<file path="config.mk">
export PLATFORM = sky130hd
export DESIGN_NAME = viterbi_decode
export DESIGN_NICKNAME = d
export VERILOG_FILES = /design/src/rtl/conv_pkg.sv /design/src/rtl/viterbi_acs.sv /design/src/rtl/viterbi_decode.sv
export SDC_FILE = /design/constraint.sdc
export NUM_CORES = 1
export LEC_CHECK = 0
export BUFFER_PORTS_ARGS = -buffer_cell sky130_fd_sc_hd__buf_2
export CAP_MARGIN = 20
export CORE_ASPECT_RATIO = 0.7
export CORE_MARGIN = 10
export CORE_UTILIZATION = 59
export CTS_CLUSTER_SIZE = 24
export DETAILED_ROUTE_END_ITERATION = 10
export GPL_TIMING_DRIVEN = 0
export PLACE_DENSITY = 0.79
export SLEW_MARGIN = 10
export SYNTH_ARGS = -nofsm -noshare
export SYNTH_HDL_FRONTEND = slang
export SYNTH_SLANG_ARGS = --single-unit
</file>
<file path="constraint.sdc">
create_clock -name clk_sig -period 36.2 [get_ports clk_sig]
set_clock_uncertainty 0.05 [all_clocks]
set_input_delay 3.62 -clock clk_sig [delete_from_list [all_inputs] [get_ports clk_sig]]
set_output_delay 3.62 -clock clk_sig [all_outputs]
set_load 0.05 [all_outputs]
</file>
<file path="src/rtl/conv_pkg.sv">
// rtl/conv_pkg.sv - shared (2,1,2) convolutional code constants and trellis helpers
package conv_pkg;

  localparam int K       = 3;
  localparam int NSTATES = 4;

  localparam logic [2:0] G1 = 3'b111;
  localparam logic [2:0] G0 = 3'b101;

  typedef logic [1:0] state_t;
  typedef logic [1:0] sym_t;

  // Expected symbol when input bit q leaves state {s1,s2}; bit [1] uses G1, bit [0] uses G0.
  function automatic sym_t conv_sym(input logic q, input state_t state);
    logic [2:0] reg_bits;
    reg_bits = {q, state};
    return {^(reg_bits & G1), ^(reg_bits & G0)};
  endfunction

  // Predecessor of state {q,a} whose oldest bit is sel: {a,sel}.
  function automatic state_t pred(input state_t state, input logic sel);
    return {state[0], sel};
  endfunction

  // Hamming distance between two 2-bit symbols.
  function automatic logic [1:0] hamming2(input sym_t a, input sym_t b);
    logic [1:0] x;
    x = a ^ b;
    return {x[1] & x[0], x[1] ^ x[0]};
  endfunction

endpackage

</file>
<file path="src/rtl/viterbi_acs.sv">
// rtl/viterbi_acs.sv - add-compare-select for one trellis state with saturating sums
module viterbi_acs #(
  parameter int PM_W = 6
) (
  input  logic [PM_W-1:0] pm0_i,
  input  logic [PM_W-1:0] pm1_i,
  input  logic [1:0]      bm0_i,
  input  logic [1:0]      bm1_i,
  output logic [PM_W-1:0] pm_o,
  output logic            dec_o
);

  logic [PM_W:0]   sum0;
  logic [PM_W:0]   sum1;
  logic [PM_W-1:0] sat0;
  logic [PM_W-1:0] sat1;

  // Saturate both candidates first, then pick the smaller; a tie (including both saturated) keeps pred 0.
  always_comb begin
    sum0  = {1'b0, pm0_i} + (PM_W+1)'(bm0_i);
    sum1  = {1'b0, pm1_i} + (PM_W+1)'(bm1_i);
    sat0  = sum0[PM_W] ? {PM_W{1'b1}} : sum0[PM_W-1:0];
    sat1  = sum1[PM_W] ? {PM_W{1'b1}} : sum1[PM_W-1:0];
    dec_o = (sat1 < sat0);
    pm_o  = dec_o ? sat1 : sat0;
  end

endmodule

</file>
<file path="src/rtl/viterbi_decode.sv">
// rtl/viterbi_decode.sv - hard-decision register-exchange Viterbi decoder; VITERBI_ERR_CNT_EN adds err_cnt
module viterbi_decode
  import conv_pkg::*;
#(
  parameter int TB_DEPTH = 15,
  parameter int PM_W     = 6
) (
  input  logic        clk_sig,
  input  logic        reset_sig,
  input  logic [1:0]  code_sig,
  input  logic        in_valid,
  input  logic        clr_sig,
  output logic        dec_sig,
  output logic        dec_valid
`ifdef VITERBI_ERR_CNT_EN
  ,
  output logic [15:0] err_cnt
`endif
);

  localparam int FILL_W = $clog2(TB_DEPTH + 1);
  localparam logic [PM_W-1:0]   PM_MAX   = {PM_W{1'b1}};
  localparam logic [FILL_W-1:0] FILL_MAX = FILL_W'(TB_DEPTH);
  localparam logic [FILL_W-1:0] FILL_OUT = FILL_W'(TB_DEPTH - 1);
  localparam logic [NSTATES-1:0][PM_W-1:0] PM_RST = {PM_MAX, PM_MAX, PM_MAX, {PM_W{1'b0}}};

  logic [NSTATES-1:0][PM_W-1:0]     pm_q, pm_d, acs_pm, pm_norm;
  logic [NSTATES-1:0]               acs_dec;
  logic [NSTATES-1:0][TB_DEPTH-1:0] surv_q, surv_d, surv_new;
  logic [FILL_W-1:0]                fill_q, fill_d;
  logic                             dec_q, dec_d;
  logic                             dec_valid_q, dec_valid_d;
  logic [PM_W-1:0]                  norm_m;
  state_t                           best;

  for (genvar s = 0; s < NSTATES; s++) begin : g_acs
    localparam state_t ST = state_t'(s);
    logic [1:0] bm0;
    logic [1:0] bm1;

    // Branch metrics on the two edges entering this state; both edges carry input bit ST[1].
    always_comb begin
      bm0 = hamming2(code_sig, conv_sym(ST[1], pred(ST, 1'b0)));
      bm1 = hamming2(code_sig, conv_sym(ST[1], pred(ST, 1'b1)));
    end

    viterbi_acs #(.PM_W(PM_W)) u_acs (
      .pm0_i (pm_q[pred(ST, 1'b0)]),
      .pm1_i (pm_q[pred(ST, 1'b1)]),
      .bm0_i (bm0),
      .bm1_i (bm1),
      .pm_o  (acs_pm[s]),
      .dec_o (acs_dec[s])
    );
  end

  // Normalize so the best metric is 0 and pick the lowest-index best state.
  always_comb begin
    norm_m = acs_pm[0];
    for (int s = 1; s < NSTATES; s++) begin
      if (acs_pm[s] < norm_m) norm_m = acs_pm[s];
    end
    for (int s = 0; s < NSTATES; s++) begin
      pm_norm[s] = acs_pm[s] - norm_m;
    end
    best = '0;
    for (int s = 1; s < NSTATES; s++) begin
      if (pm_norm[s] < pm_norm[best]) best = state_t'(s);
    end
  end

  // Register exchange: inherit the chosen predecessor's history and append this state's input bit.
  always_comb begin
    for (int s = 0; s < NSTATES; s++) begin
      surv_new[s] = {surv_q[pred(state_t'(s), acs_dec[s])][TB_DEPTH-2:0], 1'(s >> 1)};
    end
  end

  // Next-state selection: clear beats a valid symbol, idle cycles hold everything but dec_valid.
  always_comb begin
    pm_d        = pm_q;
    surv_d      = surv_q;
    fill_d      = fill_q;
    dec_d       = dec_q;
    dec_valid_d = 1'b0;
    if (clr_sig) begin
      pm_d   = PM_RST;
      surv_d = '0;
      fill_d = '0;
      dec_d  = 1'b0;
    end else if (in_valid) begin
      pm_d   = pm_norm;
      surv_d = surv_new;
      if (fill_q != FILL_MAX) fill_d = fill_q + 1'b1;
      if (fill_q >= FILL_OUT) begin
        dec_valid_d = 1'b1;
        dec_d       = surv_new[best][TB_DEPTH-1];
      end
    end
  end

  // Decoder state registers.
  always_ff @(posedge clk_sig or negedge reset_sig) begin
    if (!reset_sig) begin
      pm_q        <= PM_RST;
      surv_q      <= '0;
      fill_q      <= '0;
      dec_q       <= 1'b0;
      dec_valid_q <= 1'b0;
    end else begin
      pm_q        <= pm_d;
      surv_q      <= surv_d;
      fill_q      <= fill_d;
      dec_q       <= dec_d;
      dec_valid_q <= dec_valid_d;
    end
  end

  assign dec_sig   = dec_q;
  assign dec_valid = dec_valid_q;

`ifdef VITERBI_ERR_CNT_EN
  logic [15:0] err_cnt_q, err_cnt_d;
  logic [16:0] err_sum;

  // The normalization amount is the number of bits corrected on the best path this step.
  always_comb begin
    err_sum   = {1'b0, err_cnt_q} + 17'(norm_m);
    err_cnt_d = err_cnt_q;
    if (clr_sig) begin
      err_cnt_d = '0;
    end else if (in_valid) begin
      err_cnt_d = err_sum[16] ? 16'hFFFF : err_sum[15:0];
    end
  end

  // Error counter register.
  always_ff @(posedge clk_sig or negedge reset_sig) begin
    if (!reset_sig) begin
      err_cnt_q <= '0;
    end else begin
      err_cnt_q <= err_cnt_d;
    end
  end

  assign err_cnt = err_cnt_q;
`endif

endmodule

</file>
==> key figures <==
STA
  • Final sum of negative setup slack: 0 ns
  • Max frequency: 0.0482 GHz
  • Slew margin rel.: 32.8%
  • Setup-failing EPs final: 0
  • RSZ-0062 raised after global routing: false
  • Min Clock Period, post-route: 20.74 ns
  • Actual slew at the worst max-slew pin: around 0.98 ns
  • Number of hold violations in the final report: 0
  • Share of the clock period used by the worst path after layout: between 50% and 60%
  • Max-slew violation count: 0

Routing
  • Drt initial violations: 852
  • Number of nets still failing antenna checks after routing: 0
  • Count of TritonRoute iterations in the first routing pass: 5
  • DRC violation count after routing: 0
  • Detailed-route via count: approximately 7.6k
  • Vias per cell: 6.35
  • Average routed wire per standard cell: 19.4 um
  • Final WL: 23100 um

Cells and area
  • Share of post-route cells with drive strength above 1: 9.64%
  • Area growth syn-to-layout: 7.45%
  • Antenna fix cells: 0
  • Filler cell count in the final layout: 1111
  • Net total in the final layout: between 1k and 1.5k

Flow run
  • Count of maximum capacitance violations: 0

Floorplan
  • Core area: around 0.013 sq mm
  • Count of boundary I/O pins: 8
  • Initial cell density of the core: 61.4%
  • Area of the die: 0.0191 sq mm
  • Vertical extent of the die: 119 um
  • Die X: about 160 um
  • Placement Rows: 35

Clocking
  • Clock Tree Root: sky130_fd_sc_hd__clkbuf_16
  • Worst-Skew Late Latency: between 0.3 and 0.4 ns
  • CTS max path bufs: 2
  • Clock buffers created by TritonCTS: 9
  • Clock tree from TritonCTS: built
  • Clock sink count: 80
  • Clk slew on worst S/H paths: 0.06 ns
  • Number of buffers inserted by post-CTS setup repair: 0
  • Count of hold-fix buffers inserted at cts: 0
  • Level count of the clock H-tree: 3
  • Gates resized, CTS repair: 0

Global routing
  • Via count of the first global-routing pass: 6825
  • Antenna violations before repair: 0
  • Largest net degree at the start of global routing: 59
  • First-pass GRT wire length: 37000 um
  • Congestion Overflow GR: 0
  • All-Layer GR Usage: around a quarter

Placed design
  • Routability-driven placement congestion ratio: 0.980
  • Count of input and output buffers: 6
  • DP HPWL: 18000 um

Worst setup path
  • Type of the worst setup path: in -> reg
  • Endpoint type of the worst setup path: flop
  • Signal arrival time at the worst endpoint: 20.90 ns
  • CP most frequent cell: sky130_fd_sc_hd__ha_1
  • Standard cell with the maximum stage delay on the critical path: sky130_fd_sc_hd__mux2i_1
  • Sort of element at the start of the critical path: input pin
  • Worst EP required: 36.37 ns
  • Maximum fanout count along the critical path: 10
  • Max incr delay on CP: 0.83 ns

Yosys
  • Async set-or-reset flop fraction in the synthesized netlist: 100%
  • Synthesis Warnings: 0
  • Number of standard cells after synthesis: 984
  • Commonest register cell after synthesis: sky130_fd_sc_hd__dfrtp_1
  • Count of different cell masters after synthesis: 77
  • Proportion of synthesized chip area in sequential cells: roughly 25%
  • Number of synthesized register bits: 80
  • Netlist area before placement: 0.00820 sq mm
  • Post-synth net total: 1065
  • Syn avg cell area: 8.33 sq um
  • Post-synth EDFFs: 0

Status
  • Outcome: finished, final reports clean

Worst hold path
  • Hold Path Class: reg -> reg
==> worst max-delay path: cells and delay by family <==
kind	cells	cell delay, ns
and+or+nand+nor	14	2.35
xor gates and xnor gates	1	0.30
buffers and inverters	11	2.09
adders and majority gates	13	3.93
muxes	5	2.50
AOI/OAI and AO/OA	30	6.09
==> metal layers <==
| metal | GRT usage [%] | up-vias | share of wire, % |
|---|---|---|---|
| met2 | 31.2 | 348 | 39 |
| li1 | - | 3579 | - |
| met1 | 36.1 | 3609 | 48 |
| met4 | 4.37 | 0 | 1.2 |
| met3 | 7.59 | 27 | 12 |
| met5 | 0 | - | 0 |
==> synthesized netlist by cell type, types with 3 or more instances <==
cell	number	area (sq um)
sky130_fd_sc_hd__and4_1	3	26.3
sky130_fd_sc_hd__a21o_1	14	105
sky130_fd_sc_hd__o21a_1	3	22.5
sky130_fd_sc_hd__a211o_1	9	78.8
sky130_fd_sc_hd__and2_1	10	62.6
sky130_fd_sc_hd__or2_2	10	62.6
sky130_fd_sc_hd__nand4_1	6	37.5
sky130_fd_sc_hd__xor2_1	18	158
sky130_fd_sc_hd__o21bai_1	12	90.1
sky130_fd_sc_hd__nand3_1	19	95.1
sky130_fd_sc_hd__a2111oi_0	5	43.8
sky130_fd_sc_hd__a21oi_1	51	255
sky130_fd_sc_hd__o31a_1	4	35.0
sky130_fd_sc_hd__a31oi_1	7	43.8
sky130_fd_sc_hd__dfstp_2	18	473
sky130_fd_sc_hd__o211ai_1	6	45.0
sky130_fd_sc_hd__or3_1	5	31.3
sky130_fd_sc_hd__buf_4	3	22.5
sky130_fd_sc_hd__o21ai_0	59	295
sky130_fd_sc_hd__nor2b_1	13	81.3
sky130_fd_sc_hd__nand2_1	54	203
sky130_fd_sc_hd__nor2_1	141	529
sky130_fd_sc_hd__dfrtp_1	62	1550
sky130_fd_sc_hd__a211oi_1	53	398
sky130_fd_sc_hd__o21ai_1	5	25.0
sky130_fd_sc_hd__ha_1	74	926
sky130_fd_sc_hd__and3_1	8	50.1
sky130_fd_sc_hd__clkbuf_1	33	124
sky130_fd_sc_hd__nand3b_1	6	45.0
sky130_fd_sc_hd__buf_2	8	40.0
sky130_fd_sc_hd__maj3_1	4	40.0
sky130_fd_sc_hd__buf_1	5	18.8
sky130_fd_sc_hd__o31ai_1	4	30.0
sky130_fd_sc_hd__a21boi_0	5	37.5
sky130_fd_sc_hd__nor3_1	12	60.1
sky130_fd_sc_hd__mux2_2	12	135
sky130_fd_sc_hd__mux2i_1	86	861
sky130_fd_sc_hd__nand2b_1	14	87.6
sky130_fd_sc_hd__xnor2_1	25	219
sky130_fd_sc_hd__buf_6	3	33.8
sky130_fd_sc_hd__inv_1	50	188
==> through the flow <==
stage	setup WS, ns	cell area (sq um)	utilization [%]	hold WS (ns)	cells
floorplan	18.44	8200	-	0.416	984
global placement	15.80	8460	63.3	0.434	1175
detailed placement	15.53	8490	63.5	0.466	1176
CTS	15.84	8810	65.9	0.479	1191
global route	14.18	8810	65.9	0.513	1191
finish	15.46	8810	65.9	0.467	1191
==> cell families after synthesis <==
| family | Yosys count | share of synthesized area, % |
|---|---|---|
| xor gates and xnor gates | 43 | 4.60 |
| muxes | 103 | 13.0 |
| and+or+nand+nor | 306 | 17.3 |
| AOI/OAI and AO/OA | 269 | 22.9 |
| buffers and inverters | 102 | 5.21 |
| adders and majority gates | 81 | 12.3 |
| DFF | 80 | 24.7 |
==> sequential cells by signal, indices dropped and copies added (netlist names) <==
signal / cells
dec_valid: 1
dec_sig: 1
surv_q: 50
fill_q: 4
pm_q: 24
==> cell usage in the layout, fill, tap and decap left out, drive strengths merged, types with 3 or more instances in the layout <==
master	count
nor2	141
mux2i	88
ha	74
o21ai	65
dfrtp	62
nand2	54
a211oi	54
a21oi	54
inv	51
clkbuf	43
buf	26
xnor2	25
nand3	19
xor2	18
dfstp	18
nand2b	15
mux2	15
a21o	14
nor2b	13
nor3	13
o21bai	13
or2	11
and2	10
a211o	9
and3	8
o211ai	8
a31oi	7
nand3b	6
nand4	6
a21boi	6
a2111oi	6
maj3	6
or3	5
o31ai	5
o31a	4
and4	3
o21a	3
==> worst paths after layout <==
| check | startpoint | endpoint | cells after the start | slack (ns) |
|---|---|---|---|---|
| worst max register to register | pm_q[18]$_DFFE_PN1P_ | dec_sig$_DFFE_PN0P_ | 70 | 19.19 |
| min in group asynchronous | reset_sig | surv_q[9]$_DFFE_PN0P_ | 1 | 3.11 |
| worst min register to register | surv_q[45]$_DFFE_PN0P_ | surv_q[45]$_DFFE_PN0P_ | 2 | 0.47 |
| worst min-delay path | surv_q[45]$_DFFE_PN0P_ | surv_q[45]$_DFFE_PN0P_ | 2 | 0.47 |
| worst max-delay path | code_sig[0] | dec_sig$_DFFE_PN0P_ | 74 | 15.46 |
| max in group asynchronous | reset_sig | pm_q[21]$_DFFE_PN1P_ | 2 | 32.35 |
==> area by class of cell <==
class	instances	area [sq um]	area share, %
Multi-Input combinational cell	802	5740	65.2
Sequential cell	80	2020	23.0
Clock buffer	10	239	2.71
Buffer	52	239	2.71
Tap cell	185	231	2.63
Inverter	50	188	2.13
Clock inverter	5	80.1	0.909
Timing Repair Buffer	7	60.1	0.682
Power is not shown: default switching activity piles up to over one toggle a cycle in this logic, so the estimate is an artifact.
